File: src/rtl/seg7_pkg.sv
// seg7_pkg: segment pattern constants and FSM state type for the scan capture block.
package seg7_pkg;
  typedef logic [6:0] seg_pat_t;
  localparam seg_pat_t SEG_0     = 7'h7E;
  localparam seg_pat_t SEG_1     = 7'h30;
  localparam seg_pat_t SEG_2     = 7'h6D;
  localparam seg_pat_t SEG_3     = 7'h79;
  localparam seg_pat_t SEG_4     = 7'h33;
  localparam seg_pat_t SEG_5     = 7'h5B;
  localparam seg_pat_t SEG_6     = 7'h1F;
  localparam seg_pat_t SEG_7     = 7'h70;
  localparam seg_pat_t SEG_8     = 7'h7F;
  localparam seg_pat_t SEG_9     = 7'h73;
  localparam seg_pat_t SEG_A     = 7'h77;
  localparam seg_pat_t SEG_B     = 7'h1F;
  localparam seg_pat_t SEG_C     = 7'h4E;
  localparam seg_pat_t SEG_D     = 7'h3D;
  localparam seg_pat_t SEG_E     = 7'h4F;
  localparam seg_pat_t SEG_F     = 7'h47;
  localparam seg_pat_t SEG_6_ALT = 7'h5F;
  localparam seg_pat_t SEG_9_ALT = 7'h7B;
  localparam seg_pat_t SEG_BLANK = 7'h00;
  typedef enum logic {SETTLE, HOLD} state_t;
endpackage

File: src/rtl/seg7_encode.sv
// seg7_encode: maps an active-high a..g segment pattern back to a hex nibble.
module seg7_encode
  import seg7_pkg::*;
(
  input  seg_pat_t   pat,
  output logic       hit,
  output logic       blank,
  output logic       ambig,
  output logic [3:0] nibble
);
  always_comb begin
    hit = 1'b1;
    ambig = 1'b0;
    nibble = 4'h0;
    blank = pat == SEG_BLANK;
    case (pat)
      SEG_0: nibble = 4'h0;
      SEG_1: nibble = 4'h1;
      SEG_2: nibble = 4'h2;
      SEG_3: nibble = 4'h3;
      SEG_4: nibble = 4'h4;
      SEG_5: nibble = 4'h5;
      SEG_7: nibble = 4'h7;
      SEG_8: nibble = 4'h8;
      SEG_9: nibble = 4'h9;
      SEG_A: nibble = 4'hA;
      // cdefg is both 6 and b; report b and flag it
      SEG_B: begin
        nibble = 4'hB;
        ambig = 1'b1;
      end
      SEG_C: nibble = 4'hC;
      SEG_D: nibble = 4'hD;
      SEG_E: nibble = 4'hE;
      SEG_F: nibble = 4'hF;
      SEG_6_ALT: nibble = 4'h6;
      SEG_9_ALT: nibble = 4'h9;
      default: hit = 1'b0;
    endcase
  end
endmodule

File: src/rtl/seg7_scan_capture.sv
// seg7_scan_capture: samples a multiplexed active-low 7-segment bus and rebuilds the digit values.
module seg7_scan_capture
  import seg7_pkg::*;
#(
  parameter int NUM_DIGITS    = 4,
  parameter int STABLE_CYCLES = 4
) (
  input  logic                    clk,
  input  logic                    rst,
  input  logic [NUM_DIGITS-1:0]   an_n,
  input  logic [6:0]              seg_n,
  output logic [4*NUM_DIGITS-1:0] value,
  output logic [NUM_DIGITS-1:0]   digit_valid,
  output logic [NUM_DIGITS-1:0]   bad_pattern,
  output logic [NUM_DIGITS-1:0]   ambig,
  output logic                    frame_valid
);
  localparam int CW = $clog2(STABLE_CYCLES + 1);
  localparam int IW = NUM_DIGITS > 1 ? $clog2(NUM_DIGITS) : 1;
  logic [NUM_DIGITS+6:0] r;
  logic [NUM_DIGITS-1:0] an, seen, seen_n;
  logic [CW-1:0] cnt, cnt_n, cnt_inc;
  logic [IW-1:0] idx;
  logic [3:0] nib;
  logic same, commit, fire, hit, blank, amb;
  state_t state, state_n;

  seg7_encode u_enc (
    .pat(~r[6:0]),
    .hit(hit),
    .blank(blank),
    .ambig(amb),
    .nibble(nib)
  );

  // the registered sample is compared with the live pins, so the count
  // covers STABLE_CYCLES consecutive identical registered samples
  always_comb begin
    same = {an_n, seg_n} == r;
    an = ~r[NUM_DIGITS+6:7];
    idx = '0;
    for (int i = 0; i < NUM_DIGITS; i++) if (an[i]) idx = IW'(i);
    cnt_inc = cnt == CW'(STABLE_CYCLES) ? cnt : cnt + CW'(1);
    state_n = state;
    cnt_n = cnt;
    commit = 1'b0;
    if (!same) begin
      cnt_n = '0;
      state_n = SETTLE;
    end else if (state == SETTLE) begin
      cnt_n = cnt_inc;
      if (cnt_inc == CW'(STABLE_CYCLES)) begin
        state_n = HOLD;
        commit = $onehot(an);
      end
    end
    seen_n = commit ? seen | (NUM_DIGITS'(1) << idx) : seen;
    fire = commit && &seen_n;
  end

  always_ff @(posedge clk) begin
    if (rst) begin
      r <= '1;
      cnt <= '0;
      state <= SETTLE;
      seen <= '0;
      value <= '0;
      digit_valid <= '0;
      bad_pattern <= '0;
      ambig <= '0;
      frame_valid <= 1'b0;
    end else begin
      r <= {an_n, seg_n};
      cnt <= cnt_n;
      state <= state_n;
      seen <= fire ? '0 : seen_n;
      frame_valid <= fire;
      if (commit) begin
        value[4*idx +: 4] <= hit ? nib : 4'h0;
        digit_valid[idx] <= hit;
        bad_pattern[idx] <= !hit && !blank;
        ambig[idx] <= amb;
      end
    end
  end
endmodule

File: config.mk
export PLATFORM = sky130hd
export DESIGN_NAME = seg7_scan_capture
export DESIGN_NICKNAME = d
export VERILOG_FILES = /design/src/rtl/seg7_pkg.sv /design/src/rtl/seg7_encode.sv /design/src/rtl/seg7_scan_capture.sv
export SDC_FILE = /design/constraint.sdc
export NUM_CORES = 1
export LEC_CHECK = 0
export CAP_MARGIN = 0
export CORE_MARGIN = 2
export CORE_UTILIZATION = 56
export CTS_CLUSTER_SIZE = 10
export DETAILED_ROUTE_END_ITERATION = 6
export PLACE_DENSITY = 0.84
export RECOVER_POWER = 25
export SYNTH_ARGS = -nofsm -noshare
export SYNTH_HDL_FRONTEND = slang
export SYNTH_SLANG_ARGS = --single-unit
File: constraint.sdc
create_clock -name clk -period 4.8 [get_ports clk]
set_input_delay 0.96 -clock clk [delete_from_list [all_inputs] [get_ports clk]]
set_output_delay 0.96 -clock clk [all_outputs]
set_load 0.03 [all_outputs]
==> impl_metrics.tcl <==
set metrics [dict create \
    status "finished clean" \
    power_frac_comb 0.073 \
    synth_seq_cells 48 \
    drc 0 \
    clock_skew_ps 6.606 \
    post-route-min-period_ps 3087 \
    switching_share 0.2292 \
    first_pass_iters 5 \
    routed_wl_um 4859 \
    hold_class "register to register" \
    cp-start-kind "register" \
    crit_required_ps 5000 \
    postRouteAntennaNets 0 \
    syn_inst 256 \
    cts_buffer_depth 2 \
    p_int_w 0.0005888 \
    grt.total_usage 0.2323 \
    start_util 0.5820 \
    die_area_sq_mm 0.004720 \
    area_delta_synth_final_pct 22.84 \
    die_w_um 68.71 \
    period_share 0.6432 \
    fp-row-count 23 \
    switchingPower_w 0.0001751 \
    htreeDepth 2 \
    grt_pass1_wl_um 8224 \
    p_per_area_mw_per_mm2 265.2 \
    final_common_cell "dfxtp_1" \
    slew_violations 0 \
    ys_seq_area_frac 0.4098 \
    fin_tns_setup_ps 0 \
    vdd_drop_max_v 0.0001511 \
    core_sq_mm 0.004029 \
    pwr-share-clk 0.381 \
    routedWlPerCell_um 14.25 \
    grt_max_degree 38 \
    drv_cap 0 \
    viasPerCell 5.613 \
    final_cell_mix "dfxtp_1, nand2_1, clkdlybuf4s50_1" \
    synth_top_area_cell "dfxtp_1" \
    async_reset_ff_frac 0 \
    pwr-share-seq 0.546 \
    cts_inserted_buffers 5 \
    critPathArrivalTime_ps 3280 \
    worstSetupPathType "register to register" \
    synth_top_area_share 0.4098 \
    whs_ps 457.8 \
    chipHeight_um 68.71 \
    nNetsFinal 308 \
    synth_ff_type "dfxtp_1" \
    n_antenna_cell 0 \
    yosysUniqueCellTypes 48 \
    tightestPinTransition_ps 553.8 \
    final-seq-area_sq_um 960.9 \
    synth_nets 274 \
    final-setup-viol-count 0 \
    syn_area_sq_mm 0.002345 \
    syn_avg_cell_area_sq_um 9.159 \
    drt-initial-drc-count 185 \
    grt_overflow_total 0 \
    cts_root_buffer "clkbuf_8" \
    multi_input_area_sq_mm 0.001297 \
    grt_pass1_vias 1722 \
    ioPinCount 42 \
    synthTopCellsByArea "dfxtp_1, mux2i_1, nand2_1" \
    fmax_ghz 0.3239 \
    layout-drive-gt1-share 0.09278 \
    endpoint_kind "register" \
    vias 1914 \
    insertion_delay_ps 300 \
    cts_tree "built" \
    final_core_util 0.7149 \
    postCtsHoldBufs 0 \
    numClockSinks 48 \
    hold_viol 0 \
    crit_fanout 11 \
    power_w 0.0007639 \
    ys.warnings.count 0 \
    routabilityCongestion 0.8961 \
    cts_setup_buffers 0 \
    p_leak_nw 1.044 \
    cts.clk_slew.worst_paths_ps 80 \
    rsz0062_at_grt "no" \
    slew-limit-headroom 0.6269 \
    numPortBuffers 41 \
    nFillCells 332 \
    cts_resized 0 \
    synth-edff-count 0 \
    antenna_found_initial 0 \
    hpwlAfterDp_um 3646 \
]
-- per-stage QoR --
| step | cell area, sq um | worst slack [ps] | instances |
|---|---|---|---|
| detailed placement | 2765 | 1777 | 333 |
| global route | 2880 | 1534 | 341 |
| finish | 2880 | 1713 | 341 |
| floorplan | 2345 | 2109 | 256 |
| global placement | 2765 | 1924 | 333 |
| CTS | 2880 | 1765 | 341 |
-- cells by family (layout without fill, tap and decap cells) --
family | after synthesis | after routing | synth area share
buffers and inverters | 23 | 58 | 0.03682
adder cells (fa/ha/maj) | 5 | 5 | 0.02988
multiplexers | 26 | 26 | 0.1110
AND/OR/NAND/NOR | 106 | 106 | 0.2593
flip-flops | 48 | 48 | 0.4098
XOR/XNOR | 12 | 12 | 0.04482
AO/OA/AOI/OAI | 36 | 36 | 0.1083
-- state kept, by name (all words and copies together), names as in the netlist --
register / flops
state: 1
digit_valid: 4
value: 16
bad_pattern: 4
ambig: 4
r: 11
frame_valid: 1
cnt: 3
seen: 4
-- synth_stat cells, drive strengths merged (5+ instances only) --
cell type / count
dfxtp: 48
nand2: 38
mux2i: 26
clkbuf: 13
nor2: 13
xnor2: 12
or2: 11
inv: 9
a21oi: 8
nand4: 7
o21ai: 5
-- power groups by stage --
stage          sequential [W]  clock (W)  combinational (W)
3_5_place_dp         0.000426          0          0.0000560
2_1_floorplan        0.000415          0          0.0000473
4_1_cts              0.000416   0.000297          0.0000562
5_1_grt              0.000419   0.000314          0.0000628
6_report             0.000417   0.000291          0.0000560
3_3_place_gp         0.000425          0          0.0000548
-- critical path, cell delays in order (launching register included) --
cell     delay [ps]
dfxtp_1         600
fa_1            490
inv_1            60
ha_1            130
ha_1            220
nor4b_1         370
and4_1          290
nand4_4         220
o41ai_1         420
o21ba_1         190
-- path summary, 6_finish.rpt --
kind                                         endpoint                   from  cells after the start  slack [ps]
worst max-delay path               seen[1]$_SDFF_PP0_       r[10]$_SDFF_PP1_                      9        1710
worst min-delay path            value[0]$_SDFFE_PP0P_  value[0]$_SDFFE_PP0P_                      2         460
worst max register to register     seen[1]$_SDFF_PP0_       r[10]$_SDFF_PP1_                      9        1710
worst min register to register  value[0]$_SDFFE_PP0P_  value[0]$_SDFFE_PP0P_                      2         460
-- metal layers --
layer / GRT usage / vias to the layer above / wire length [um]
met5: 0 / - / 0
li1: - / 972 / -
met3: 0.04058 / 7 / 301
met1: 0.3242 / 880 / 2214
met2: 0.3666 / 55 / 2293
met4: 0.07108 / 0 / 49
-- cell type report --
cell class                 instances  share of cell area
clock buffer                       5             0.02389
clock inverter                     3             0.01607
sequential                        48              0.3336
inverter                           9             0.01173
timing repair buffer              41              0.1425
tap                               50             0.02172
multi-input combinational        185              0.4505
Note: power is estimated with default switching activity, not from simulation.
